==> src/rtl/seq_multiplier_nb.sv <==
// Sequential shift-and-add multiplier with valid/ready handshakes on both sides.
// Signed operands are multiplied as magnitudes; the sign is applied when the product is registered.
module seq_multiplier_nb #(
    parameter int unsigned N = 8,
    parameter int unsigned K = 2 * N
) (
    input  logic         clk,
    input  logic         reset,
    input  logic         in_valid,
    output logic         in_ready,
    input  logic         signed_mode,
    input  logic [N-1:0] A,
    input  logic [N-1:0] B,
    output logic         out_valid,
    input  logic         out_ready,
    output logic [K-1:0] Out,
    output logic         busy
);

    localparam int unsigned CntW = $clog2(N + 1);

    typedef enum logic [1:0] {StIdle, StCalc, StDone} state_e;

    state_e          state_q, state_d;
    logic [K-1:0]    mcand_q, mcand_d;
    logic [N-1:0]    mplier_q, mplier_d;
    logic            sign_q, sign_d;
    logic [K-1:0]    acc_q, acc_d;
    logic [CntW-1:0] cnt_q, cnt_d;
    logic [K-1:0]    out_q, out_d;
    logic [N-1:0]    mag_a, mag_b;

    // -2^(N-1) negates to itself, which read as unsigned is the correct magnitude.
    always_comb begin
        mag_a = (signed_mode && A[N-1]) ? -A : A;
        mag_b = (signed_mode && B[N-1]) ? -B : B;
    end

    always_comb begin
        state_d  = state_q;
        mcand_d  = mcand_q;
        mplier_d = mplier_q;
        sign_d   = sign_q;
        acc_d    = acc_q;
        cnt_d    = cnt_q;
        out_d    = out_q;
        case (state_q)
            StIdle: begin
                if (in_valid) begin
                    mcand_d  = {{(K-N){1'b0}}, mag_a};
                    mplier_d = mag_b;
                    sign_d   = signed_mode & (A[N-1] ^ B[N-1]);
                    acc_d    = '0;
                    cnt_d    = '0;
                    state_d  = StCalc;
                end
            end
            StCalc: begin
                // Extra cycle after the N-th iteration registers the signed result.
                if (cnt_q == CntW'(N)) begin
                    out_d   = sign_q ? -acc_q : acc_q;
                    state_d = StDone;
                end else begin
                    if (mplier_q[0]) begin
                        acc_d = acc_q + mcand_q;
                    end
                    mcand_d  = mcand_q << 1;
                    mplier_d = mplier_q >> 1;
                    cnt_d    = cnt_q + 1'b1;
                end
            end
            StDone: begin
                if (out_ready) begin
                    state_d = StIdle;
                end
            end
            default: state_d = StIdle;
        endcase
    end

    always_ff @(posedge clk) begin
        if (reset) begin
            state_q  <= StIdle;
            mcand_q  <= '0;
            mplier_q <= '0;
            sign_q   <= 1'b0;
            acc_q    <= '0;
            cnt_q    <= '0;
            out_q    <= '0;
        end else begin
            state_q  <= state_d;
            mcand_q  <= mcand_d;
            mplier_q <= mplier_d;
            sign_q   <= sign_d;
            acc_q    <= acc_d;
            cnt_q    <= cnt_d;
            out_q    <= out_d;
        end
    end

    always_comb begin
        in_ready  = (state_q == StIdle);
        out_valid = (state_q == StDone);
        busy      = (state_q == StCalc);
        Out       = out_q;
    end

endmodule

==> config.mk <==
export PLATFORM = sky130hd
export DESIGN_NAME = seq_multiplier_nb
export DESIGN_NICKNAME = d
export VERILOG_FILES = /design/src/rtl/seq_multiplier_nb.sv
export SDC_FILE = /design/constraint.sdc
export NUM_CORES = 1
export LEC_CHECK = 0
export ABC_AREA = 0
export BUFFER_PORTS_ARGS = -buffer_cell sky130_fd_sc_hd__buf_2
export CELL_PAD_IN_SITES_DETAIL_PLACEMENT = 1
export CELL_PAD_IN_SITES_GLOBAL_PLACEMENT = 1
export CORE_MARGIN = 1
export CORE_UTILIZATION = 47
export CTS_CLUSTER_SIZE = 40
export DETAILED_ROUTE_END_ITERATION = 7
export GPL_TIMING_DRIVEN = 0
export PLACE_DENSITY = 0.82
export SLEW_MARGIN = 20
export SYNTH_ARGS = -nofsm -noshare
export SYNTH_HDL_FRONTEND = slang
export SYNTH_SLANG_ARGS = --single-unit
==> constraint.sdc <==
create_clock -name clk -period 3.6 [get_ports clk]
set_clock_uncertainty 0.2 [all_clocks]
set_input_delay 0.72 -clock clk [delete_from_list [all_inputs] [get_ports clk]]
set_output_delay 0.72 -clock clk [all_outputs]
set_load 0.02 [all_outputs]
==> results of run 1 <==
-- flip-flops by register name, summed over array words and instances (netlist names) --
register and flops:
Out 16, acc_q 16, mcand_q 16, mplier_q 8, cnt_q 4, state_q 2, sign_q 1
-- per-stage QoR --
stage	util [%]	instances
after floorplan	-	478
after global placement	52.79	618
after detailed placement	52.79	618
after CTS	55.65	634
after global routing	55.65	634
final	55.65	634
-- critical path: stages (launching register included) --
cell and delay [ps]:
dfxtp_1 310, buf_2 180, nand2b_2 90, buf_4 180
inv_2 120, clkbuf_1 400, buf_2 250
-- per-layer routing --
| layer | wire length [µm] | vias up | share of wire, % |
|---|---|---|---|
| met1 | 5406 | 1822 | 48 |
| li1 | - | 1806 | - |
| met4 | 171 | 0 | 1.5 |
| met5 | 0 | - | 0 |
| met2 | 5291 | 77 | 47 |
| met3 | 339 | 17 | 3.0 |
-- kinds of logic (layout without fill, tap and decap cells) --
group           Yosys count  count (layout)  share of synthesized area [%]
fa+ha+maj                21              21                          7.186
buf+inv                  45              99                          5.023
flops                    63              63                          33.53
compound gates          142             142                          24.52
mux                       3               3                         0.7984
simple gates            170             170                          21.02
xor+xnor                 34              34                          7.917
-- power by group through the flow --
stage          Clock (µW)  Combinational, µW  Sequential [µW]
2_1_floorplan           0                135              743
3_3_place_gp            0                186              748
3_5_place_dp            0                196              749
4_1_cts               709                199              733
5_1_grt               738                221              735
6_report              701                199              733
-- area by class of cell --
| class | instances | area [µm²] | share of cell area (%) |
|---|---|---|---|
| multi-input combinational | 370 | 2311 | 53.74 |
| inverter | 13 | 48.80 | 1.135 |
| timing repair buffer | 38 | 190.2 | 4.422 |
| buffer | 32 | 140.1 | 3.259 |
| sequential | 63 | 1261 | 29.33 |
| tap | 102 | 127.6 | 2.968 |
| clock buffer | 9 | 123.9 | 2.880 |
| clock inverter | 7 | 97.59 | 2.269 |
-- path summary, 6_finish.rpt --
| check | endpoint | cells after the start | slack [ps] | startpoint |
|---|---|---|---|---|
| worst max-delay path | busy | 6 | 800 | state_q[0] |
| worst max register to register | mplier_q[3] | 8 | 1020 | cnt_q[0] |
| worst min-delay path | Out[8] | 2 | 250 | Out[8] |
| worst min register to register | Out[8] | 2 | 250 | Out[8] |
-- cell usage in the layout (no fill, tap or decap), types with 3 or more instances in the layout --
cell / netlist / final
and3_1: 10 / 10
nand2b_1: 4 / 4
a31oi_1: 6 / 6
a211oi_1: 17 / 17
o41ai_1: 4 / 4
o21ai_1: 4 / 4
clkbuf_8: 0 / 9
xnor2_1: 12 / 12
buf_2: 7 / 45
ha_1: 20 / 20
a22oi_1: 7 / 7
inv_1: 12 / 12
dfxtp_1: 63 / 63
clkbuf_1: 21 / 21
xor2_1: 22 / 22
mux2i_1: 3 / 3
a21oi_1: 53 / 53
o21ai_0: 20 / 20
nor2_1: 48 / 48
or3_1: 7 / 7
nor3_1: 7 / 7
nor2b_1: 5 / 5
nand3_1: 21 / 21
nand2_1: 56 / 56
o211ai_1: 6 / 6
a21o_1: 4 / 4
==> results.toml, run 1 <==
[outcome]
status = "complete, no violations"

[power_and_ir_drop]
netSwitchingFraction_pct = 27.87
power.switching_uw = 455.2
p_leak_uw = 0.001781
clkPwrFrac_pct = 42.9
p_int_uw = 1178
peakVddDrop_mv = 0.1850
power_density_nw_per_um2 = 379.8
seqPwrFrac_pct = 44.9
p_total_uw = 1633
pwr-share-comb_pct = 12.2

[synth]
synth_fp_nets = 520
synthTopCellsByArea = "dfxtp_1 34%, a21oi_1 7.1%, ha_1 6.7%"
syn_inst = 478
synth_area_um2 = 3761
synth-edff-count = 0
ys_ff_latch = 63
ys.flop_type = "dfxtp_1"
yosysWarningCount = 0
yosysMostFrequentCell = "dfxtp_1"
synth_top_area_share_pct = 33.53
synth_cell_types = 55
synthArstFlopShare_pct = 0
synth_common_cells = "63 x dfxtp_1, 56 x nand2_1, 53 x a21oi_1"
avgSynthCellArea_um2 = 7.868
yosysSeqAreaShare_pct = 33.53
synth.largest_area_cell = "dfxtp_1"

[worst_setup_path]
critPathArrivalTime_ps = 1880
cp.required_ps = 2680
critical_path_class = "reg2out"
crit_fanout = 10
cp-start-kind = "flop"
crit_path_end_kind = "primary output"

[detailed_routing]
finalWirelength_um = 11210
drt_iter0_markers = 169
vias = 3722
firstDrtPassIters = 4
avgViaCountPerCell = 5.871
drc_errors = 0
wl_per_cell_um = 17.68
antenna_left = 0

[global_routing]
use_met3_pct = 3.518
grt_max_degree = 13
top_usage_layer = "met2"
grt_pass1_wl_um = 18770
grt.total_usage_pct = 28.52
overflow = 0
grt_use_met2_pct = 47.31
antenna_found_initial = 0
grt_pass1_vias = 3816
grt_util_met1_pct = 38.20

[floorplan]
rows = 32
initial_utilization_pct = 48.67
fp.dieH_um = 91.46
die_x_um = 91.46
dieArea_um2 = 8364
num_io_pins = 40
core_um2 = 7727

[place]
port_buffers = 38
hpwl_um = 8420
gp_congestion = 0.8220
postPlaceCellArea_um2 = 4079
place_ws_ps = 1059

[cells_and_area]
design_area_um2 = 4300
n_fill_cell = 984
syn2layout_area_growth_pct = 14.34
diodes = 0
final_nets = 569
layout-drive-gt1-share_pct = 13.53

[timing]
rsz0062_at_grt = "false"
hold_viol = 0
whs_ps = 252.6
period_share_pct = 77.88
worstMarginPinSlew_ps = 663.5
slew_headroom_pct = 55.69
final.setup.worst_slack_ps = 796.3
layout_min_cycle_time_ps = 2804
fmax_mhz = 356.7
tns_ps = 0
slew_violations = 0
setup_violations = 0

[clock_network]
htree_levels = 3
cts_tree = "built"
clk_latency_ps = 360
cts_buffers = 9
cts_sinks = 63
postCtsHoldBufs = 0
cts_post_setup_buffers_inserted = 0
cts_resized = 0
clkTransAtPathRegs_ps = 70
cts-root-buf = "clkbuf_8"
clockBufferDepth = 2

[run]
drv_cap = 0

[worst_hold_path]
hold_path.class = "reg2reg"
(Power assumes the default switching activity.)
==> run 2, diff against run 1 <==
- CORE_UTILIZATION: 47 -> 40
- PLACE_DENSITY: 0.82 -> 0.74
- clock period: 3.6 -> 2.35 ns (I/O delays scaled with it)
==> run 2 against run 1 <==
  * Combinational power up 60%
  * Hold slack worse by 68 ps
  * Global-route usage is 5.2 points lower
  * Clock power up 24%
  * Sequential share of layout area fell by 0.43 points
  * Critical endpoint is now acc_q[13]
  * Largest power group unchanged
==> results.toml, run 2 (synthesized netlist as in run 1, its figures left out) <==
[global_routing]
antenna_found_initial = 0
overflow = 0
grt_max_degree = 11
grt_pass1_wl_um = 18000
grt.total_usage_pct = 23.29
grt_pass1_vias = 3611

[worst_setup_path]
critPathMaxStageDelay_ps = 360
crit_path_end_kind = "flop"
path_cells = "ha_1 > clkbuf_1 > and4_1 > nand2_1 > o311ai_1 > xnor2_1 > o21ai_0"
rr_endpoint = "acc_q[13]"
r2r_start = "acc_q[8]"
worst-r2r-cell-count = 7
critPathArrivalTime_ps = 2310
critical_path_class = "reg2reg"
critical-path-slowest-cell = "dfxtp_2"
cp.required_ps = 2380
rrSetupSlack_ps = 60
crit_fanout = 8
cp-start-kind = "flop"

[clock_network]
cts_sinks = 63
cts_buffers = 9
clockBufferDepth = 2
cts-root-buf = "clkbuf_8"
htree_levels = 3
clkTransAtPathRegs_ps = 70
clk_latency_ps = 340
cts_tree = "built"

[detailed_routing]
antenna_left = 0
wl_per_cell_um = 16.91
drt_iter0_markers = 81
finalWirelength_um = 10920
avgViaCountPerCell = 5.628
drc_errors = 0
firstDrtPassIters = 4
vias = 3636

[floorplan]
die_x_um = 98.97
fp.dieH_um = 98.97
dieArea_um2 = 9794
num_io_pins = 40
rows = 35
core_um2 = 9153
initial_utilization_pct = 41.09

[place]
gp_congestion = 0.8345
hpwl_um = 8218
place_ws_ps = -195.0
postPlaceCellArea_um2 = 4090
port_buffers = 38

[cells_and_area]
layout-drive-gt1-share_pct = 19.63
fin_util_pct = 48.43
syn2layout_area_growth_pct = 17.86
final_nets = 572
final_cell_mix = "56 x nand2_1, 52 x a21oi_1, 51 x dfxtp_1, 48 x nor2_1, 43 x buf_2"
diodes = 0
design_area_um2 = 4433
final_common_cell = "nand2_1"

[timing]
slew_violations = 0
setup_violations = 0
fmax_mhz = 437.5
slew_headroom_pct = 56.99
period_share_pct = 97.26
worstMarginPinSlew_ps = 643.9
hold_viol = 0
rsz0062_at_grt = "true"
layout_min_cycle_time_ps = 2286
final.setup.worst_slack_ps = 64.37

[worst_hold_path]
min_from = "out_ready"
hold_end = "state_q[1]"
hold_path.class = "in2reg"
holdPathStages = 3

[outcome]
status = "complete, no violations"

[power_and_ir_drop]
power_density_nw_per_um2 = 521.8
p_leak_uw = 0.001815
peakVddDrop_mv = 0.2643

[run]
drv_cap = 0
-- run 2: cell count changes in the layout (fill, tap and decap cells not counted), moves of 2 or more --
cell       before  now
clkbuf_8        9   11
buf_2          45   43
clkbuf_2        0    3
dfxtp_4         0    2
ha_1           20   16
a221oi_1        2    0
a221oi_2        1    3
ha_4            0    3
dfxtp_1        63   51
clkinv_4        2    0
dfxtp_2         0   10
bufinv_16       2    0
buf_4           1    5
-- run 2: worst max-delay path: cells and delay by family, from the launching register on --
kind	cells	cell delay [ps]
AO/OA/AOI/OAI	2	440
XOR/XNOR	1	200
adder cells (fa/ha/maj)	1	270
buffers and inverters	1	340
flip-flops	1	360
AND/OR/NAND/NOR	2	360
-- run 2: power by group --
part           switching [µW]  leakage, µW  total, µW  internal (µW)
combinational             196      0.00121        319            123
clock                     432    0.0000894        870            438
sequential               29.2     0.000518       1120           1100
-- run 2: how the worst max path moves through the flow --
stage	start	endpoint	slack (ps)	cells after the start
finish	acc_q[8]	acc_q[13]	60	7
global route	acc_q[9]	acc_q[13]	-50	7
CTS	cnt_q[0]	acc_q[15]	7	10
detailed placement	acc_q[4]	acc_q[15]	-200	7
global placement	acc_q[4]	acc_q[15]	-160	7
floorplan	acc_q[4]	acc_q[15]	180	7
-- run 2: per-stage QoR --
stage               TNS [ps]  hold WS [ps]  power, µW  cells
floorplan                  0         236.6       1345    478
global placement      -383.7         237.4       1436    627
detailed placement     -1383         244.2       1446    627
CTS                        0         180.4       2310    643
global route          -407.9         184.9       2403    646
finish                     0         184.5       2313    646
-- run 2: final cells by class --
type | count | area [µm²]
buffer | 32 | 156.4
clock buffer | 13 | 158.9
clock inverter | 3 | 17.52
fill | 1146 | 4720
inverter | 13 | 48.80
multi-input combinational | 370 | 2419
sequential | 63 | 1281
tap | 111 | 138.9
timing repair buffer | 41 | 212.7
-- run 2: what timing repair did --
action,in CTS,in global routing
hold buffers,0,0
hold endpoints to repair,0,0
endpoints found under the setup margin,18,25
cloned,0,0
resized for setup,12,33
setup buffers,0,3
pin swaps,0,4
-- run 2: routing by layer --
| layer | wire [µm] | global-route usage [%] | vias to the layer above | share of wire (%) |
|---|---|---|---|---|
| met5 | 0 | 0 | - | 0 |
| met4 | 150 | 7.233 | 0 | 1.4 |
| met3 | 324 | 3.830 | 16 | 3.0 |
| met2 | 5027 | 37.65 | 61 | 46 |
| met1 | 5423 | 31.71 | 1752 | 50 |
| li1 | - | - | 1807 | - |
